`config.mk`:
```
export PLATFORM = sky130hd
export DESIGN_NAME = fr_normalize
export DESIGN_NICKNAME = d
export VERILOG_FILES = /design/src/rtl/fr_pkg.sv /design/src/rtl/fr_lshift.sv /design/src/rtl/fr_normalize.sv
export SDC_FILE = /design/constraint.sdc
export NUM_CORES = 1
export LEC_CHECK = 0
export BUFFER_PORTS_ARGS = -buffer_cell sky130_fd_sc_hd__buf_2
export CAP_MARGIN = 5
export CORE_ASPECT_RATIO = 1.2
export CORE_MARGIN = 4
export CORE_UTILIZATION = 45
export CTS_BUF_LIST = sky130_fd_sc_hd__clkbuf_4
export DETAILED_ROUTE_END_ITERATION = 10
export HOLD_SLACK_MARGIN = 0.1
export PLACE_DENSITY_LB_ADDON = 0.3
export SLEW_MARGIN = 40
export SYNTH_ARGS = -nofsm -noshare
export SYNTH_HDL_FRONTEND = slang
export SYNTH_SLANG_ARGS = --single-unit
```
`constraint.sdc`:
```
create_clock -name clock -period 3.2 [get_ports clock]
set_clock_uncertainty 0.15 [all_clocks]
set_input_delay 0.32 -clock clock [delete_from_list [all_inputs] [get_ports clock]]
set_output_delay 0.32 -clock clock [all_outputs]
set_load 0.005 [all_outputs]
```
`src/rtl/fr_pkg.sv`:
```
// Shared widths, result layout and result classification for the fr_normalize pipeline.
package fr_pkg;

   localparam int MANT_W = 24;
   localparam int EXP_W  = 8;
   localparam logic [EXP_W-1:0] EXP_MAX = {EXP_W{1'b1}};

   typedef struct packed {
      logic              sign;
      logic [EXP_W-1:0]  exp;
      logic [MANT_W-2:0] frac;
   } fr_float_t;

   typedef enum logic [1:0] {
      KIND_NORM    = 2'd0,
      KIND_ZERO    = 2'd1,
      KIND_UFLOW   = 2'd2,
      KIND_SPECIAL = 2'd3
   } fr_kind_e;

   // Inf/NaN wins over everything, then a true zero, then flush-to-zero on underflow.
   function automatic fr_kind_e fr_classify(input logic is_special,
                                            input logic mant_zero,
                                            input logic exp_le_zero);
      fr_kind_e kind_v;
      if (is_special) begin
         kind_v = KIND_SPECIAL;
      end else if (mant_zero) begin
         kind_v = KIND_ZERO;
      end else if (exp_le_zero) begin
         kind_v = KIND_UFLOW;
      end else begin
         kind_v = KIND_NORM;
      end
      return kind_v;
   endfunction

endpackage

```
`src/rtl/fr_lshift.sv`:
```
// Combinational logarithmic barrel shifter, left shift by shamt with zero fill.
module fr_lshift #(
   parameter int W    = 23,
   parameter int SH_W = 5
) (
   input  logic [W-1:0]    data,
   input  logic [SH_W-1:0] shamt,
   output logic [W-1:0]    shifted
);

   logic [W-1:0] stage_s;

   // Stage i moves the word by 2**i positions when shamt[i] is set.
   always_comb begin
      stage_s = data;
      for (int i = 0; i < SH_W; i++) begin
         if (shamt[i]) begin
            stage_s = stage_s << (32'd1 << i);
         end else begin
            stage_s = stage_s;
         end
      end
   end

   assign shifted = stage_s;

endmodule

```
`src/rtl/fr_normalize.sv`:
```
// Two-stage float normalizer: aligns operands with the registered leading-one count, then shifts.
// Optional FR_NORM_STATS_EN adds a saturating underflow counter output (uflow_cnt).
module fr_normalize #(
   parameter int MANT_W = fr_pkg::MANT_W,
   parameter int EXP_W  = fr_pkg::EXP_W
) (
   input  logic                    clock,
   input  logic                    reset,
   input  logic                    in_valid,
   input  logic                    in_sign,
   input  logic [EXP_W-1:0]        in_exp,
   input  logic [MANT_W-1:0]       nor_input,
   input  logic [7:0]              count,
   output logic                    out_valid,
   output logic [EXP_W+MANT_W-1:0] result,
   output logic                    out_zero,
   output logic                    out_uflow
`ifdef FR_NORM_STATS_EN
   ,
   output logic [15:0]             uflow_cnt
`endif
);

   import fr_pkg::*;

   localparam int SH_W  = $clog2(MANT_W);
   localparam int XW    = EXP_W + 1;
   localparam int RES_W = EXP_W + MANT_W;
   localparam logic [EXP_W-1:0] EXP_ONES = {EXP_W{1'b1}};
   localparam logic [7:0]       TOP_IDX  = 8'(MANT_W - 1);

   logic                  armed_r;
   logic                  s1_valid_r;
   logic                  s1_sign_r;
   logic [EXP_W-1:0]      s1_exp_r;
   logic [MANT_W-1:0]     s1_mant_r;

   logic [SH_W-1:0]       shift_s;
   logic signed [XW-1:0]  exp_diff_s;
   logic [MANT_W-2:0]     frac_s;
   logic                  mant_zero_s;
   logic                  le_zero_s;
   fr_kind_e              kind_s;
   logic [RES_W-1:0]      nxt_result_s;
   logic                  nxt_zero_s;
   logic                  nxt_uflow_s;

   // Stays low through the release cycle so inputs seen then are never accepted.
   always_ff @(posedge clock or posedge reset) begin
      if (reset) begin
         armed_r <= 1'b0;
      end else begin
         armed_r <= 1'b1;
      end
   end

   // Stage 1: free-running capture so operands line up with the detector's count.
   always_ff @(posedge clock or posedge reset) begin
      if (reset) begin
         s1_valid_r <= 1'b0;
         s1_sign_r  <= 1'b0;
         s1_exp_r   <= {EXP_W{1'b0}};
         s1_mant_r  <= {MANT_W{1'b0}};
      end else begin
         s1_valid_r <= in_valid & armed_r;
         s1_sign_r  <= in_sign;
         s1_exp_r   <= in_exp;
         s1_mant_r  <= nor_input;
      end
   end

   // Shift distance from the leading-one index; out-of-range counts mean no shift.
   always_comb begin
      if (count > TOP_IDX) begin
         shift_s = {SH_W{1'b0}};
      end else begin
         shift_s = SH_W'(TOP_IDX - count);
      end
   end

   assign exp_diff_s  = $signed({1'b0, s1_exp_r}) - $signed(XW'(shift_s));
   assign mant_zero_s = (s1_mant_r == {MANT_W{1'b0}});
   assign le_zero_s   = exp_diff_s[XW-1] | (exp_diff_s == {XW{1'b0}});
   assign kind_s      = fr_classify(s1_exp_r == EXP_ONES, mant_zero_s, le_zero_s);

   // The hidden bit is dropped anyway, so only the fraction bits need shifting.
   fr_lshift #(
      .W    (MANT_W - 1),
      .SH_W (SH_W)
   ) u_lshift (
      .data    (s1_mant_r[MANT_W-2:0]),
      .shamt   (shift_s),
      .shifted (frac_s)
   );

   // Next output word and flags; empty slots carry all zeros.
   always_comb begin
      nxt_result_s = {RES_W{1'b0}};
      nxt_zero_s   = 1'b0;
      nxt_uflow_s  = 1'b0;
      if (s1_valid_r) begin
         case (kind_s)
            KIND_SPECIAL: begin
               nxt_result_s = {s1_sign_r, s1_exp_r, s1_mant_r[MANT_W-2:0]};
            end
            KIND_ZERO: begin
               nxt_result_s = {s1_sign_r, {(RES_W-1){1'b0}}};
               nxt_zero_s   = 1'b1;
            end
            KIND_UFLOW: begin
               nxt_result_s = {s1_sign_r, {(RES_W-1){1'b0}}};
               nxt_zero_s   = 1'b1;
               nxt_uflow_s  = 1'b1;
            end
            KIND_NORM: begin
               nxt_result_s = {s1_sign_r, exp_diff_s[EXP_W-1:0], frac_s};
            end
            default: begin
               nxt_result_s = {RES_W{1'b0}};
            end
         endcase
      end else begin
         nxt_result_s = {RES_W{1'b0}};
      end
   end

   // Stage 2: registered outputs.
   always_ff @(posedge clock or posedge reset) begin
      if (reset) begin
         out_valid <= 1'b0;
         result    <= {RES_W{1'b0}};
         out_zero  <= 1'b0;
         out_uflow <= 1'b0;
      end else begin
         out_valid <= s1_valid_r;
         result    <= nxt_result_s;
         out_zero  <= nxt_zero_s;
         out_uflow <= nxt_uflow_s;
      end
   end

`ifdef FR_NORM_STATS_EN
   // Saturating count of flushed results.
   always_ff @(posedge clock or posedge reset) begin
      if (reset) begin
         uflow_cnt <= 16'h0000;
      end else if (out_valid && out_uflow && (uflow_cnt != 16'hFFFF)) begin
         uflow_cnt <= uflow_cnt + 16'h0001;
      end else begin
         uflow_cnt <= uflow_cnt;
      end
   end
`endif

endmodule

```
==> results.txt <==
The flow ran to the end, but the final reports show violations. The final reports fail on setup timing. Setup violations remaining at the end of the flow were counted as 5. The cell area after synthesis is 4040 um2.

The final layout contains 634 nets. The repair_antennas step left the layout with diodes totalling 0. For the cell row count, the log shows 37. Data arrives at the worst endpoint at 3.45 ns. STA classifies the critical path endpoint as a register. The tools report the total count of hold-check failures in the final report as 0.

Setup repair after global routing could not meet its margin everywhere. Share of post-route cells with drive strength above 1: 0.404. The design draws 0.00192 W.

The synthesized design contains 70 register bits. By startpoint and endpoint, the worst setup path is classified as in -> reg. The static power due to leakage came out at 2.67 nW.

The first-iteration detailed-routing DRC count is 340, and the post-route core utilization is 0.671. The overall overflow remaining after global route was 0; the pin count of the biggest net entering global routing was 71. The longest clock path from root to sink contains 2 buffers. The path with the worst hold slack has its endpoint at result[15]$_DFF_PP0_. Maximum level of the CTS H-tree: 3. The path depth of the worst reg2reg path was 14. The register area share after synthesis was 0.433.

The quantity of I/O buffers inserted on ports is 78, and the post-synthesis cell type count is 68. The worst register-to-register path ends at result[13]$_DFF_PP0_. The fraction of registers with async set/reset works out to 1.00. In this run the critical register-to-register path is launched from s1_exp_r[0]$_DFF_PP0_. The via count of the first global-routing pass was 4004; the area enclosed by the die boundary was 10600 um2. The root buffer cell chosen for the clock tree is clkbuf_4. The beginning of the worst hold path is count[2]. After clock tree synthesis, the clock-pin slew on the worst setup and hold paths is 0.10 ns. CTS saw 70 sinks. When the netlist entered floorplanning its net count stood at 464. STA classifies the critical path startpoint as a primary input. The number of enable flip-flop cells after synthesis is 0. The classification of the worst-slack hold path is in -> reg. At the pin with the least slew margin, the transition time is 0.805 ns.

The flip-flop cell with the highest count after synthesis was dfrtp_1. The average cell area after synthesis came out at 9.84 um2. The first global-routing pass estimated 20.9 mm of wire. For the post-route worst setup slack, the log shows -0.0814 ns. The area growth from synthesis to layout is 43.7%. The first detailed-routing pass took 5 iterations. From left edge to right edge, the die measures 94.5 um. The die extent in y came out at 112 um. IR analysis of the VDD net gives a maximum drop of 0.274 mV. TritonCTS built the clock tree. Counting instances, the worst hold path has a depth of 5. Setup total negative slack on the finished layout was measured at -0.142 ns. The largest fanout on the critical path is 7. The final count of pins violating max slew came out at 0. TritonCTS created 9 clock buffers. The average routed wire per standard cell was 19.2 um. For the I/O pin count, the log shows 79.

The worst path required time came out at 3.37 ns. The detailed placer's ending HPWL was 9.33 mm; the maximum frequency from static timing analysis was 0.305 GHz. The initial antenna violation count is 0.

The reg-to-reg setup timing slack came out at -0.04 ns. The clock reaches the later pin of the worst-skew pair after 0.43 ns. Once detail routing completed, the nets flagged for antenna violations numbered 0.

The overall via count from detail_route was 4162; the warning count from the yosys run was 0. The number of vias per cell after detailed routing was 5.92; the post-route fraction of the period consumed by the critical path was 1.03. Routability-driven placement finished with a final weighted congestion of 0.936. The logs give 0.461 for the headroom to the max-slew limit and 411 for the number of cells produced by synthesis. The power per cell area works out to 331 nW/um2. For the number of remaining DRC errors, the log shows 0. The logs give 0.258 for the total routing usage reported by global routing and 13.5 mm for the post-detailed-routing wire length.

The run gives 8660 um2 as the standard cell core area. The clock period minus worst slack was 3.28 ns; the total of max-cap violations was 0. The run gives 0.467 as the initial cell density of the core.
per-stage QoR:
stage	instances	hold slack [ns]	cell area (um2)	setup slack, ns
3_3_place_gp	635	0.277	4970	-0.465
4_1_cts	696	0.264	5590	-0.0300
5_1_grt	703	0.296	5810	-0.155
3_5_place_dp	635	0.279	4970	-0.574
2_1_floorplan	411	0.201	4190	-0.585
6_report	703	0.300	5810	-0.0814
final cells by class:
class	instances	area, um2
Tap cell	117	146
Clock buffer	11	82.6
Timing Repair Buffer	185	1320
Clock inverter	5	26.3
Fill cell	692	2850
Multi-Input combinational cell	303	2430
Inverter	12	52.6
Sequential cell	70	1750
cells in the mapped netlist (6+ instances only):
| cell | n | area, um2 |
|---|---|---|
| a21oi_1 | 18 | 90.1 |
| clkbuf_1 | 17 | 63.8 |
| nand2_1 | 27 | 101 |
| inv_1 | 9 | 33.8 |
| o22ai_1 | 8 | 50.1 |
| o21ai_0 | 21 | 105 |
| dfrtp_1 | 70 | 1750 |
| nand3_1 | 13 | 65.1 |
| and2_1 | 10 | 62.6 |
| a2bb2oi_1 | 8 | 70.1 |
| nor2_1 | 22 | 82.6 |
| mux2_2 | 12 | 135 |
| nor3_1 | 9 | 45.0 |
| mux2i_1 | 16 | 160 |
| nor2b_1 | 12 | 75.1 |
| nor4_1 | 11 | 68.8 |
| ha_1 | 8 | 100 |
| a31oi_1 | 10 | 62.6 |
| and3_1 | 6 | 37.5 |
sequential cells by signal, summed over array words and instances (netlist names):
name,count
result,32
s1_mant_r,24
s1_exp_r,8
armed_r,1
out_uflow,1
out_valid,1
out_zero,1
s1_sign_r,1
s1_valid_r,1
metal layers:
metal	track usage	wire, um
met1	0.330	5170
met2	0.402	6420
met3	0.0547	1120
met4	0.140	763
met5	0	0
what timing repair did:
action | in CTS | in global routing
gates cloned | 1 | 0
setup endpoints to repair | 10 | 25
pin swaps | 18 | 29
resized for setup | 19 | 31
buffers inserted | 9 | 7
hold buffers | 35 | 0
endpoints found under the hold margin | 104 | 0
layout by cell type (no fill, tap or decap), types with 5 or more instances in the layout:
cell type      count
buf_2             76
dfrtp_1           69
buf_4             65
dlygate4sd3_1     35
nand2_1           26
o21ai_0           18
nor2_1            16
mux2i_1           16
a21oi_1           14
mux2_2            12
nor2b_1           11
nand3_1           11
clkbuf_4          11
and2_1            10
nor4_1             9
a31oi_1            9
buf_6              9
o22ai_1            8
a2bb2oi_1          8
nor3_1             7
inv_1              6
nor2_2             5
and3_1             5
a22o_1             5
how the worst max path moves through the flow:
stage | startpoint | end | slack (ns) | cells past startpoint
4_1_cts | count[3] | result[15]$_DFF_PP0_ | -0.03 | 19
6_report | count[3] | result[13]$_DFF_PP0_ | -0.08 | 17
2_1_floorplan | count[3] | result[14]$_DFF_PP0_ | -0.59 | 18
5_1_grt | count[4] | result[13]$_DFF_PP0_ | -0.16 | 19
3_3_place_gp | count[4] | result[22]$_DFF_PP0_ | -0.47 | 14
3_5_place_dp | count[4] | result[13]$_DFF_PP0_ | -0.57 | 19
worst max-delay path: stages:
cell and delay, ns:
buf_2 0.11, a2111o_1 0.51, nor2_4 0.18, buf_6 0.12, fa_2 0.20, nand2b_4 0.12, a21boi_2 0.06, o21a_1 0.25
o31a_1 0.30, nor2_2 0.16, a41oi_2 0.18, ha_4 0.25, nand2_4 0.11, nor2_2 0.05, o211ai_1 0.10, o311ai_1 0.14
o221a_2 0.29
kinds of logic (layout without fill, tap and decap cells):
| kind of cell | after synthesis | in the layout | share of synthesized area |
|---|---|---|---|
| flip-flops | 70 | 70 | 0.433 |
| adder cells (fa/ha/maj) | 9 | 9 | 0.0297 |
| multiplexers | 29 | 29 | 0.0758 |
| buffers and inverters | 39 | 213 | 0.0436 |
| AO/OA/AOI/OAI | 132 | 132 | 0.246 |
| AND/OR/NAND/NOR | 128 | 129 | 0.164 |
| XOR/XNOR | 3 | 3 | 0.00650 |
| other | 1 | 1 | 0.000927 |
where the power goes:
| part | total, W | switching, W | internal [W] |
|---|---|---|---|
| logic | 0.000477 | 0.000241 | 0.000236 |
| clock network | 0.000482 | 0.000311 | 0.000171 |
| registers | 0.000965 | 0.0000383 | 0.000927 |
| total | 0.00192 | 0.000590 | 0.00133 |
Power figures use the tool's default switching activity.
